**src/rtl/sisc_ctrl_gen_pkg.sv**
```systemverilog
// sisc_pkg: shared definitions for the SISC control generator.
// FSM state enumeration, opcode constants, ALU-op constants and an
// opcode normaliser that folds unknown opcodes onto NOP.
package sisc_pkg;

    typedef enum logic [2:0] {
        ST_START0    = 3'd0,
        ST_FETCH     = 3'd1,
        ST_DECODE    = 3'd2,
        ST_EXECUTE   = 3'd3,
        ST_MEM       = 3'd4,
        ST_WRITEBACK = 3'd5,
        ST_HALT      = 3'd6
    } state_t;

    localparam logic [3:0] OP_NOP     = 4'b0000;
    localparam logic [3:0] OP_ALU_RR  = 4'b0001;
    localparam logic [3:0] OP_ALU_IMM = 4'b0010;
    localparam logic [3:0] OP_LOAD    = 4'b1000;
    localparam logic [3:0] OP_STORE   = 4'b1100;
    localparam logic [3:0] OP_BRA     = 4'b0100;
    localparam logic [3:0] OP_BNE     = 4'b0101;
    localparam logic [3:0] OP_HALT    = 4'b1111;

    localparam logic [1:0] ALU_ADD = 2'b00;
    localparam logic [1:0] ALU_SUB = 2'b01;
    localparam logic [1:0] ALU_AND = 2'b10;
    localparam logic [1:0] ALU_OR  = 2'b11;

    // Unknown opcodes behave exactly like NOP, so they are stored as NOP.
    function automatic logic [3:0] norm_op(input logic [3:0] op);
        case (op)
            OP_NOP, OP_ALU_RR, OP_ALU_IMM, OP_LOAD,
            OP_STORE, OP_BRA, OP_BNE, OP_HALT: norm_op = op;
            default:                          norm_op = OP_NOP;
        endcase
    endfunction

endpackage

```
**src/rtl/sisc_ctrl_gen_cond_eval.sv**
```systemverilog
// sisc_cond_eval: branch condition evaluation.
// BRA is taken when any masked status flag is set (an all-zero mask means
// unconditional); BNE is taken when no masked flag is set. Other opcodes
// never branch.
module sisc_cond_eval
    import sisc_pkg::*;
#(
    parameter int STAT_W = 4
) (
    input  logic [STAT_W-1:0] stat,
    input  logic [STAT_W-1:0] mask,
    input  logic [3:0]        opcode,
    output logic              taken
);

    logic hit;

    // Combine masked flags with the branch flavour.
    always_comb begin
        taken = 1'b0;
        hit   = |(stat & mask);
        case (opcode)
            OP_BRA:  taken = (mask == '0) || hit;
            OP_BNE:  taken = !hit;
            default: taken = 1'b0;
        endcase
    end

endmodule

```
**src/rtl/sisc_ctrl_gen.sv**
```systemverilog
// sisc_ctrl_gen: multi-cycle control FSM for the SISC processor.
// Sequence: START0 -> FETCH -> DECODE -> EXECUTE -> {MEM} -> {WRITEBACK} -> FETCH,
// with HALT absorbing until reset. Every control output is a register loaded
// from a decode of the *next* state and the *next* latched opcode, so the
// outputs line up with the state they belong to while remaining glitch-free.
// The instruction is only looked at while in DECODE.
// Optional feature macro: SISC_CTRL_MEMWAIT_EN -- MEM holds until mem_rdy.
// mem_rdy handshake: the controller presents dm_re/dm_we during MEM; a cycle in
// MEM with mem_rdy=1 completes the access and MEM is left at the next edge.
module sisc_ctrl_gen
    import sisc_pkg::*;
#(
    parameter int IR_W    = 32,
    parameter int STAT_W  = 4,
    parameter int ALUOP_W = 2
) (
    input  logic               clk,
    input  logic               rst_f,
    input  logic [IR_W-1:0]    ir,
    input  logic [STAT_W-1:0]  stat,
    input  logic               mem_rdy,
    output logic               ir_load,
    output logic               pc_write,
    output logic               pc_sel,
    output logic               br_sel,
    output logic               rf_we,
    output logic               wb_sel,
    output logic               stat_en,
    output logic               rb_sel,
    output logic               mm_sel,
    output logic               dm_we,
    output logic               dm_re,
    output logic [ALUOP_W-1:0] alu_op,
    output logic [2:0]         state,
    output logic               halted
);

    state_t state_q, state_d;
    logic [3:0] op_q, op_d;

    logic [3:0]        ir_op;
    logic [STAT_W-1:0] ir_mask;
    logic              ir_br;
    logic              taken;

    logic               ir_load_d, pc_write_d, pc_sel_d, br_sel_d;
    logic               rf_we_d, wb_sel_d, stat_en_d, rb_sel_d;
    logic               mm_sel_d, dm_we_d, dm_re_d, halted_d;
    logic [ALUOP_W-1:0] alu_op_d;

    assign ir_op   = ir[IR_W-1 -: 4];
    assign ir_mask = ir[IR_W-5 -: STAT_W];
    assign ir_br   = ir[IR_W-5-STAT_W];
    assign state   = state_q;

`ifndef SISC_CTRL_MEMWAIT_EN
    logic unused_rdy;
    assign unused_rdy = mem_rdy;
`endif
    logic unused_ir;
    assign unused_ir = ^ir;

    // Latched opcode follows ir only while decoding; elsewhere it holds.
    always_comb begin
        op_d = op_q;
        if (state_q == ST_DECODE) op_d = norm_op(ir_op);
    end

    sisc_cond_eval #(.STAT_W(STAT_W)) u_cond_eval (
        .stat   (stat),
        .mask   (ir_mask),
        .opcode (op_d),
        .taken  (taken)
    );

    // State and latched-opcode register.
    always_ff @(posedge clk) begin
        if (rst_f) begin
            state_q <= ST_START0;
            op_q    <= OP_NOP;
        end else begin
            state_q <= state_d;
            op_q    <= op_d;
        end
    end

    // Next-state selection.
    always_comb begin
        state_d = state_q;
        case (state_q)
            ST_START0:  state_d = ST_FETCH;
            ST_FETCH:   state_d = ST_DECODE;
            ST_DECODE:  state_d = ST_EXECUTE;
            ST_EXECUTE: begin
                case (op_q)
                    OP_ALU_RR, OP_ALU_IMM: state_d = ST_WRITEBACK;
                    OP_LOAD, OP_STORE:     state_d = ST_MEM;
                    OP_HALT:               state_d = ST_HALT;
                    default:               state_d = ST_FETCH;
                endcase
            end
            ST_MEM: begin
`ifdef SISC_CTRL_MEMWAIT_EN
                if (!mem_rdy) state_d = ST_MEM;
                else
`endif
                state_d = (op_q == OP_LOAD) ? ST_WRITEBACK : ST_FETCH;
            end
            ST_WRITEBACK: state_d = ST_FETCH;
            ST_HALT:      state_d = ST_HALT;
            default:      state_d = ST_START0;
        endcase
    end

    // Output decode for the state about to be entered.
    always_comb begin
        ir_load_d  = 1'b0;
        pc_write_d = 1'b0;
        pc_sel_d   = 1'b0;
        br_sel_d   = 1'b0;
        rf_we_d    = 1'b0;
        wb_sel_d   = 1'b0;
        stat_en_d  = 1'b0;
        rb_sel_d   = 1'b0;
        mm_sel_d   = 1'b0;
        dm_we_d    = 1'b0;
        dm_re_d    = 1'b0;
        halted_d   = 1'b0;
        alu_op_d   = '0;
        case (state_d)
            ST_FETCH: begin
                ir_load_d  = 1'b1;
                pc_write_d = 1'b1;
                pc_sel_d   = 1'b0;
            end
            ST_EXECUTE: begin
                // Only reachable from DECODE, so ir is the instruction being decoded.
                if (op_d == OP_ALU_RR || op_d == OP_ALU_IMM) begin
                    stat_en_d = 1'b1;
                    alu_op_d  = ir[ALUOP_W-1:0];
                    rb_sel_d  = (op_d == OP_ALU_IMM);
                end
                if (taken) begin
                    pc_write_d = 1'b1;
                    pc_sel_d   = 1'b1;
                    br_sel_d   = ir_br;
                end
            end
            ST_MEM: begin
                mm_sel_d = 1'b1;
                dm_re_d  = (op_d == OP_LOAD);
                dm_we_d  = (op_d == OP_STORE);
            end
            ST_WRITEBACK: begin
                rf_we_d  = 1'b1;
                wb_sel_d = (op_d == OP_LOAD);
            end
            ST_HALT: halted_d = 1'b1;
            default: ;
        endcase
    end

    // Output register; reset clears every enable.
    always_ff @(posedge clk) begin
        if (rst_f) begin
            ir_load  <= 1'b0;
            pc_write <= 1'b0;
            pc_sel   <= 1'b0;
            br_sel   <= 1'b0;
            rf_we    <= 1'b0;
            wb_sel   <= 1'b0;
            stat_en  <= 1'b0;
            rb_sel   <= 1'b0;
            mm_sel   <= 1'b0;
            dm_we    <= 1'b0;
            dm_re    <= 1'b0;
            alu_op   <= '0;
            halted   <= 1'b0;
        end else begin
            ir_load  <= ir_load_d;
            pc_write <= pc_write_d;
            pc_sel   <= pc_sel_d;
            br_sel   <= br_sel_d;
            rf_we    <= rf_we_d;
            wb_sel   <= wb_sel_d;
            stat_en  <= stat_en_d;
            rb_sel   <= rb_sel_d;
            mm_sel   <= mm_sel_d;
            dm_we    <= dm_we_d;
            dm_re    <= dm_re_d;
            alu_op   <= alu_op_d;
            halted   <= halted_d;
        end
    end

endmodule
```
**config.mk**
```make
export PLATFORM = sky130hd
export DESIGN_NAME = sisc_ctrl_gen
export DESIGN_NICKNAME = d
export VERILOG_FILES = /design/src/rtl/sisc_ctrl_gen_pkg.sv /design/src/rtl/sisc_ctrl_gen_cond_eval.sv /design/src/rtl/sisc_ctrl_gen.sv
export SDC_FILE = /design/constraint.sdc
export NUM_CORES = 1
export LEC_CHECK = 0
export BUFFER_PORTS_ARGS = -buffer_cell sky130_fd_sc_hd__buf_2
export CORE_ASPECT_RATIO = 1.2
export CORE_MARGIN = 8
export CORE_UTILIZATION = 43
export CTS_BUF_LIST = sky130_fd_sc_hd__clkbuf_4 sky130_fd_sc_hd__clkbuf_8 sky130_fd_sc_hd__clkbuf_16
export CTS_CLUSTER_DIAMETER = 200
export CTS_CLUSTER_SIZE = 10
export DETAILED_ROUTE_END_ITERATION = 12
export PLACE_DENSITY = 0.78
export SLEW_MARGIN = 20
export SYNTH_ARGS = -nofsm -noshare
export SYNTH_HDL_FRONTEND = slang
export SYNTH_HIERARCHICAL = 1
export SYNTH_SLANG_ARGS = --single-unit
```
**constraint.sdc**
```tcl
create_clock -name clk -period 2.5 [get_ports clk]
set_input_delay 0.625 -clock clk [delete_from_list [all_inputs] [get_ports clk]]
set_output_delay 0.625 -clock clk [all_outputs]
set_load 0.05 [all_outputs]
```
==> results.yml, run 1 <==
timing:
  report.final.slew_viol_count: 0
  clock_skew_ps: 8.948
  rsz0062_at_grt: "no"
  hold_ws_ps: 531.4
  worst_pin_slew_ps: 553.2
  fmax_mhz: 461.0
  setup_violations: 0
  setup_slack_ps: 330.6
  hold_viol_final: 0
  post-route-period-util: 0.8678
  maxSlewHeadroom: 0.6279
  min_period_ps: 2169
  setup_tns_ps: 0
global_routing:
  grt_pass1_wl_um: 3898
  grt_pass1_vias: 937
  grt.total_usage: 0.1209
  grt-ovfl-total: 0
  antenna_found_initial: 0
  grt_max_degree: 13
setup_path:
  worst_path_largest_cell_delay_ps: 480
  critPathMaxFanout: 10
  cp_cell_sequence: "or3b_4, a32oi_4, inv_1, nor4_1, and4b_1, and2_1, a31o_2"
  critPathLaunchType: "flop"
  reg2reg_slack_ps: 330
  end_kind: "flop"
  critPathBufInv: 1
  r2r_start: "state[1]$_SDFF_PP0_"
  cp.required_ps: 2710
  critPathKind: "reg -> reg"
  cp.arrival_ps: 2380
  slowest_stage: "dfxtp_1"
  cp_top_family: "simple AND/OR/NAND/NOR gates"
  reg2reg_depth: 7
  worst_r2r_endpoint: "pc_write$_SDFF_PP0_"
floorplanning:
  die_w_um: 59.85
  core_mm2: 0.002235
  start_util: 0.4440
  die_h_um: 68.62
  fp-row-count: 19
  io_pins: 56
  die_area_mm2: 0.004107
clock_tree:
  cts_tree: "done"
  insertion_delay_ps: 300
  htree_levels: 1
  root_buffer: "clkbuf_4"
  numCtsBuffers: 3
  cts.sink_count: 21
  postCtsSetupBuffers: 0
  clockBufferDepth: 2
  ctsResizeCount: 0
  clkSlewWorstSetupHoldPaths_ps: 110
  postCtsHoldBufs: 0
cells_and_area:
  final_cells: 172
  syn2layout_area_growth_pct: 22.07
  nets: 181
  register_area_um2: 420.4
  multi_input_area_um2: 525.5
  antenna_cells: 0
  largest_register_ff_count: 4
  drive_gt1_frac: 0.3333
  regMostFlops: "op_q"
  fillers: 231
logic_synthesis:
  synthXorXnorAreaFrac: 0
  synth_compound_area_frac: 0.2043
  avgSynthCellArea_um2: 9.273
  synth_simple_gate_area_share: 0.3153
  ys_seq_area_frac: 0.4237
  synth_cell_types: 42
  synthArstFlopShare: 0
  synthCells: 107
  synthAdderAreaFrac: 0
  muxShareOfSynthArea: 0.01009
  synth_area_leaders: "dfxtp_1, nor2_1, and3_1"
  synth_area_um2: 992.2
  synth_top_cell_area_share: 0.4237
  yosys_warnings: 6
  synth_top_family_by_area: "simple AND/OR/NAND/NOR gates"
  ys_ff_latch: 21
  yosysTopAreaCell: "dfxtp_1"
  syn_nets: 146
  synth_edf_count: 0
  synthFlopType: "dfxtp_1"
drt:
  drtPass1Iterations: 4
  ant_nets: 0
  avgRoutedWirePerCell_um: 13.73
  vias: 939
  drt-initial-drc-count: 14
  vias_per_cell: 5.459
  drt-total-wl_um: 2361
  drc: 0
place:
  numPlacedInstances: 168
  port_buffers: 33
  dp_slack_ps: 178.1
  routabilityCongestion: 0.7375
  dp_hpwl_um: 1851
power_and_ir_drop:
  leakage_nw: 0.5687
  power_density_mw_per_mm2: 520.9
  peakVddDrop_uv: 416.5
  finalPower_w: 0.0006309
status:
  status: "finished, final reports clean"
worst_hold_path:
  hp-class: "in -> reg"
  min_from: "ir[0]"
  min_to: "alu_op[0]$_SDFF_PP0_"
  whs_path_depth: 3
run:
  maxCapViolations: 0
## final cells by class
| cell class | instances | share of cell area |
|---|---|---|
| clock buffers | 3 | 0.01860 |
| clock inverters | 1 | 0.004132 |
| inverters | 9 | 0.02789 |
| multi-input cells | 74 | 0.4339 |
| flip-flops and latches | 21 | 0.3471 |
| well taps | 31 | 0.03202 |
| repair buffers | 33 | 0.1364 |
## Yosys cell counts, drive strengths merged (3+ instances only)
library cell / number
dfxtp: 21
nor3: 5
nor4: 4
a21bo: 3
and3: 5
nor2b: 4
and2: 3
inv: 9
nor2: 12
## kinds of logic (layout without fill, tap and decap cells)
logic type | count (synthesis) | count (layout)
AND/OR/NAND/NOR | 51 | 51
flip-flops | 21 | 21
buffers and inverters | 12 | 46
AO/OA/AOI/OAI | 22 | 22
multiplexers | 1 | 1
## how the worst max path moves through the flow
stage / from / end / slack, ps / cells past startpoint
6_report: state[1]$_SDFF_PP0_ / pc_write$_SDFF_PP0_ / 330 / 7
5_1_grt: state[1]$_SDFF_PP0_ / pc_write$_SDFF_PP0_ / 180 / 7
4_1_cts: state[1]$_SDFF_PP0_ / pc_write$_SDFF_PP0_ / 330 / 7
3_5_place_dp: ir[28] / pc_write$_SDFF_PP0_ / 180 / 8
3_3_place_gp: ir[28] / pc_write$_SDFF_PP0_ / 180 / 8
2_1_floorplan: state[1]$_SDFF_PP0_ / pc_write$_SDFF_PP0_ / 150 / 7
## worst register-to-register path: stages, from the launching register on
cell and delay [ps]:
dfxtp_1 480, or3b_4 460, a32oi_4 230, inv_1 80
nor4_1 250, and4b_1 220, and2_1 150, a31o_2 210
## stage by stage
step	instance area (µm²)	utilization
floorplan	992.2	-
global placement	1184	0.5297
detailed placement	1184	0.5297
CTS	1211	0.5420
global route	1211	0.5420
finish	1211	0.5420
## routing by layer
metal	vias up	GRT usage	wire length, µm
met4	0	0.05373	40
li1	461	-	-
met3	5	0.04267	150
met2	26	0.2159	1196
met5	-	0	0
met1	447	0.1247	973
## layout by cell type, fill, tap and decap left out, types with 3 or more instances in the layout
cell and count:
dfxtp_1 21, inv_1 8, nor2_1 12, nor4_1 3
nor3_1 5, and2_1 3, and3_1 5, buf_2 33
nor2b_1 4, clkbuf_4 3
## report_power, final
| group | total [W] | internal [W] | switching (W) |
|---|---|---|---|
| Combinational | 0.000119 | 0.0000457 | 0.0000736 |
| Sequential | 0.000354 | 0.000344 | 0.0000103 |
| Clock | 0.000158 | 0.0000597 | 0.0000979 |
| Total | 0.000631 | 0.000449 | 0.000182 |
Note: power is estimated with default switching activity, not from simulation.
==> run 2: changes to the inputs <==
--- a/config.mk
+++ b/config.mk
@@ -8,12 +8,12 @@
 export BUFFER_PORTS_ARGS = -buffer_cell sky130_fd_sc_hd__buf_2
 export CORE_ASPECT_RATIO = 1.2
 export CORE_MARGIN = 8
-export CORE_UTILIZATION = 43
+export CORE_UTILIZATION = 33
 export CTS_BUF_LIST = sky130_fd_sc_hd__clkbuf_4 sky130_fd_sc_hd__clkbuf_8 sky130_fd_sc_hd__clkbuf_16
-export CTS_CLUSTER_DIAMETER = 200
+export CTS_CLUSTER_DIAMETER = 100
 export CTS_CLUSTER_SIZE = 10
 export DETAILED_ROUTE_END_ITERATION = 12
-export PLACE_DENSITY = 0.78
+export PLACE_DENSITY = 0.75
 export SLEW_MARGIN = 20
 export SYNTH_ARGS = -nofsm -noshare
 export SYNTH_HDL_FRONTEND = slang
==> results.yml, run 2 (synthesized netlist as in run 1, its figures left out) <==
timing:
  setup_slack_ps: 293.5
  post-route-period-util: 0.8826
  fmax_mhz: 453.2
  clock_skew_ps: 1.334
  min_period_ps: 2207
  setup_tns_ps: 0
  rsz0062_at_grt: "no"
  setup_violations: 0
  worst_pin_slew_ps: 580.9
  maxSlewHeadroom: 0.6093
  report.final.slew_viol_count: 0
  hold_viol_final: 0
power_and_ir_drop:
  finalPower_w: 0.0006436
  power_density_mw_per_mm2: 527.6
  peakVddDrop_uv: 236.3
  leakage_nw: 0.5694
clock_tree:
  clockBufferDepth: 2
  cts.sink_count: 21
  root_buffer: "clkbuf_4"
  htree_levels: 1
  postCtsHoldBufs: 0
  clkSlewWorstSetupHoldPaths_ps: 110
  ctsResizeCount: 0
  postCtsSetupBuffers: 0
  insertion_delay_ps: 290
  cts_tree: "done"
  numCtsBuffers: 3
place:
  dp_hpwl_um: 1886
  routabilityCongestion: 0.8062
  dp_slack_ps: 148.0
  dpl_cell_area_mm2: 0.001190
  port_buffers: 33
drt:
  drc: 0
  vias: 935
  avgRoutedWirePerCell_um: 13.79
  drtPass1Iterations: 4
  drt-initial-drc-count: 68
  drt-total-wl_um: 2441
  vias_per_cell: 5.282
  ant_nets: 0
global_routing:
  grt_pass1_wl_um: 3870
  met3_usage: 0.03235
  grt_pass1_vias: 851
  grt-ovfl-total: 0
  busiest_layer: "met2"
  antenna_found_initial: 0
  grt_max_degree: 13
  use_met1: 0.1081
  grt.total_usage: 0.09433
  grt_util_met2: 0.1593
run:
  maxCapViolations: 0
cells_and_area:
  largest_register_ff_count: 4
  drive_gt1_frac: 0.3333
  syn2layout_area_growth_pct: 22.95
  antenna_cells: 0
  final_cell_mix: "buf_2, dfxtp_1, nor2_1"
  final_common_cell: "buf_2"
  regMostFlops: "op_q"
  nets: 181
  final_design_area_no_fill_mm2: 0.001220
setup_path:
  critPathMaxFanout: 10
  slowest_stage: "dfxtp_1"
  reg2reg_depth: 7
  worst_r2r_endpoint: "pc_write$_SDFF_PP0_"
  cp.required_ps: 2700
  worst_path_largest_cell_delay_ps: 500
  critPathLaunchType: "flop"
  end_kind: "flop"
  cp.arrival_ps: 2410
  cp_cell_sequence: "or3b_4, a32oi_4, inv_1, nor4_1, and4b_1, and2_1, a31o_2"
  critPathKind: "reg -> reg"
  r2r_start: "state[1]$_SDFF_PP0_"
  reg2reg_slack_ps: 290
floorplanning:
  core_mm2: 0.002973
  fp-row-count: 22
  io_pins: 56
  die_area_mm2: 0.005024
  die_h_um: 76.07
  start_util: 0.3338
  die_w_um: 66.06
worst_hold_path:
  min_to: "alu_op[1]$_SDFF_PP0_"
  min_from: "ir[1]"
  whs_path_depth: 3
  hp-class: "in -> reg"
status:
  status: "finished, final reports clean"
-- run 2: cell count changes in the layout (fill, tap and decap cells not counted) --
cell / change
clkinv_2: -1
clkbuf_4: +1
-- run 2: where the power goes --
| part | internal (W) | leakage, nW | switching [W] | total [W] |
|---|---|---|---|---|
| clock | 0.0000729 | 0.0184 | 0.0000955 | 0.000168 |
| combinational | 0.0000457 | 0.381 | 0.0000752 | 0.000121 |
| sequential | 0.000344 | 0.170 | 0.0000107 | 0.000354 |
-- run 2: through the flow --
step | util | hold WS, ps | instances
finish | 0.4104 | 540.7 | 177
global route | 0.4104 | 524.4 | 177
CTS | 0.4104 | 539.1 | 177
detailed placement | 0.4003 | 626.9 | 173
global placement | 0.4003 | 626.2 | 173
floorplan | - | 583.5 | 107
-- run 2: critical path, delay by kind of cell, from the launching register on --
family                 cells  cell delay, ps
AO/OA/AOI/OAI              2             430
buffers and inverters      1              90
flip-flops                 1             500
AND/OR/NAND/NOR            4            1090
-- run 2: worst max path at each step --
stage	from	end	slack [ps]	depth (start not counted)
after floorplan	state[1]$_SDFF_PP0_	pc_write$_SDFF_PP0_	150	7
after global placement	ir[28]	pc_write$_SDFF_PP0_	180	8
after detailed placement	ir[28]	pc_write$_SDFF_PP0_	150	8
after CTS	state[1]$_SDFF_PP0_	pc_write$_SDFF_PP0_	280	7
after global routing	state[1]$_SDFF_PP0_	pc_write$_SDFF_PP0_	170	7
final	state[1]$_SDFF_PP0_	pc_write$_SDFF_PP0_	290	7
-- run 2: cell type report --
class	count	area, µm²
Multi-Input combinational cell	74	525.5
Inverter	9	33.78
Fill cell	304	1753
Timing Repair Buffer	33	165.2
Sequential cell	21	420.4
Tap cell	36	45.04
Clock buffer	4	30.03
-- run 2: metal layers --
metal | wire [µm] | vias up
li1 | - | 462
met4 | 29 | 0
met2 | 1185 | 28
met5 | 0 | -
met3 | 231 | 4
met1 | 995 | 441
==> run 3: changes to the inputs <==
--- a/config.mk
+++ b/config.mk
@@ -5,9 +5,9 @@
 export SDC_FILE = /design/constraint.sdc
 export NUM_CORES = 1
 export LEC_CHECK = 0
-export BUFFER_PORTS_ARGS = -buffer_cell sky130_fd_sc_hd__buf_2
-export CORE_ASPECT_RATIO = 1.2
-export CORE_MARGIN = 8
+export BUFFER_PORTS_ARGS = -buffer_cell sky130_fd_sc_hd__buf_4
+export CORE_ASPECT_RATIO = 2
+export CORE_MARGIN = 4
 export CORE_UTILIZATION = 33
 export CTS_BUF_LIST = sky130_fd_sc_hd__clkbuf_4 sky130_fd_sc_hd__clkbuf_8 sky130_fd_sc_hd__clkbuf_16
 export CTS_CLUSTER_DIAMETER = 100
==> results.yml, run 3 (synthesized netlist as in run 1, its figures left out) <==
timing:
  fmax_mhz: 461.6
  min_period_ps: 2166
  post-route-period-util: 0.8665
  hold_ws_ps: 584.9
  maxSlewHeadroom: 0.6870
  setup_violations: 0
  hold_viol_final: 0
  worst_pin_slew_ps: 465.3
  rsz0062_at_grt: "no"
  report.final.slew_viol_count: 0
  setup_tns_ps: 0
  clock_skew_ps: 3.803
setup_path:
  reg2reg_slack_ps: 330
  critPathMaxFanout: 10
  cp.required_ps: 2660
  worst_r2r_endpoint: "pc_write$_SDFF_PP0_"
  endpoint: "pc_write$_SDFF_PP0_"
  critPathKind: "reg -> reg"
  cp_cell_sequence: "or3b_4, a32oi_4, inv_1, nor4_1, and4b_1, and2_1, a31o_2"
  end_kind: "flop"
  path_depth: 7
  r2r_start: "state[1]$_SDFF_PP0_"
  slowest_stage: "dfxtp_1"
  worst_path_largest_cell_delay_ps: 470
  cp.arrival_ps: 2330
  cp_top_family: "simple AND/OR/NAND/NOR gates"
  worstSetupStartpoint: "state[1]$_SDFF_PP0_"
  reg2reg_depth: 7
  critPathLaunchType: "flop"
  critPathBufInv: 1
clock_tree:
  cts.sink_count: 21
  postCtsHoldBufs: 0
  cts_tree: "done"
  ctsResizeCount: 0
  htree_levels: 1
  root_buffer: "clkbuf_8"
  insertion_delay_ps: 260
  postCtsSetupBuffers: 0
  clockBufferDepth: 2
  clkSlewWorstSetupHoldPaths_ps: 80
  numCtsBuffers: 3
global_routing:
  grt-ovfl-total: 0
  grt_util_met2: 0.2429
  antenna_found_initial: 0
  met3_usage: 0.05462
  grt_max_degree: 13
  busiest_layer: "met2"
  grt.total_usage: 0.1383
  grt_pass1_wl_um: 4098
  grt_pass1_vias: 951
  use_met1: 0.1324
power_and_ir_drop:
  peakVddDrop_uv: 507.9
  finalPower_w: 0.0007208
  p_int_w: 0.0005253
  power_density_mw_per_mm2: 549.2
  leakage_nw: 0.5910
  switching_share: 0.2713
  pwr-share-clk: 0.327
  p_switching_w: 0.0001956
  combPwrFrac: 0.182
  seqPwrFrac: 0.491
floorplanning:
  io_pins: 56
  start_util: 0.3539
  die_area_mm2: 0.004001
  die_w_um: 46.77
  die_h_um: 85.55
  core_mm2: 0.002804
  fp-row-count: 27
drt:
  ant_nets: 0
  drtPass1Iterations: 4
  drc: 0
  vias_per_cell: 5.465
  drt-initial-drc-count: 12
  vias: 929
  avgRoutedWirePerCell_um: 14.28
  drt-total-wl_um: 2428
cells_and_area:
  syn2layout_area_growth_pct: 32.28
  final_common_cell: "buf_4"
  final_design_area_no_fill_mm2: 0.001313
  antenna_cells: 0
  nets: 181
  regMostFlops: "op_q"
  final_cell_mix: "buf_4, dfxtp_1, nor2_1"
  largest_register_ff_count: 4
  drive_gt1_frac: 0.3333
place:
  port_buffers: 33
  dp_hpwl_um: 1934
  routabilityCongestion: 0.6912
  dpl_cell_area_mm2: 0.001264
status:
  status: "finished, final reports clean"
worst_hold_path:
  hp-class: "in -> reg"
run:
  maxCapViolations: 0
[run 3: cell counts in the layout (fill, tap and decap cells not counted)]
No cell type changed its count.
[run 3: worst reg2reg max path: cells and delay by family, from the launching register on]
| family | cells | cell delay (ps) |
|---|---|---|
| and+or+nand+nor | 4 | 1090 |
| DFF | 1 | 470 |
| AOI/OAI and AO/OA | 2 | 430 |
| buffers and inverters | 1 | 80 |
[run 3: power by group through the flow]
stage / combinational (W) / clock [W] / sequential [W]
4_1_cts: 0.000133 / 0.000238 / 0.000354
6_report: 0.000131 / 0.000236 / 0.000354
3_3_place_gp: 0.000128 / 0 / 0.000361
2_1_floorplan: 0.0000589 / 0 / 0.000386
5_1_grt: 0.000141 / 0.000262 / 0.000356
3_5_place_dp: 0.000132 / 0 / 0.000361
[run 3: metrics by stage]
stage          instances    util  setup WS (ps)
2_1_floorplan        107       -          154.9
3_3_place_gp         166  0.4507          177.7
3_5_place_dp         166  0.4507          154.3
4_1_cts              170  0.4681          312.5
5_1_grt              170  0.4681          228.3
6_report             170  0.4681          333.8
[run 3: worst min-delay path by stage]
stage | startpoint | to | slack, ps | cells after the start
final | ir[1] | alu_op[1]$_SDFF_PP0_ | 580 | 3
after global routing | ir[1] | alu_op[1]$_SDFF_PP0_ | 580 | 3
after CTS | ir[1] | alu_op[1]$_SDFF_PP0_ | 590 | 3
after detailed placement | state[2]$_SDFF_PP0_ | halted$_SDFF_PP0_ | 630 | 2
after global placement | state[2]$_SDFF_PP0_ | halted$_SDFF_PP0_ | 630 | 2
after floorplan | op_q[2]$_SDFF_PP0_ | op_q[2]$_SDFF_PP0_ | 580 | 2
[run 3: cell type report]
type | instances | area, µm²
clock buffers | 4 | 48.80
fillers | 277 | 1491
inverters | 9 | 33.78
multi-input cells | 74 | 525.5
flip-flops and latches | 21 | 420.4
well taps | 29 | 36.28
repair buffers | 33 | 247.7
[run 3: per-layer routing]
metal	part of all wire	wire length (µm)
met4	0.021	51
met2	0.57	1381
met3	0.075	181
met5	0	0
met1	0.33	812
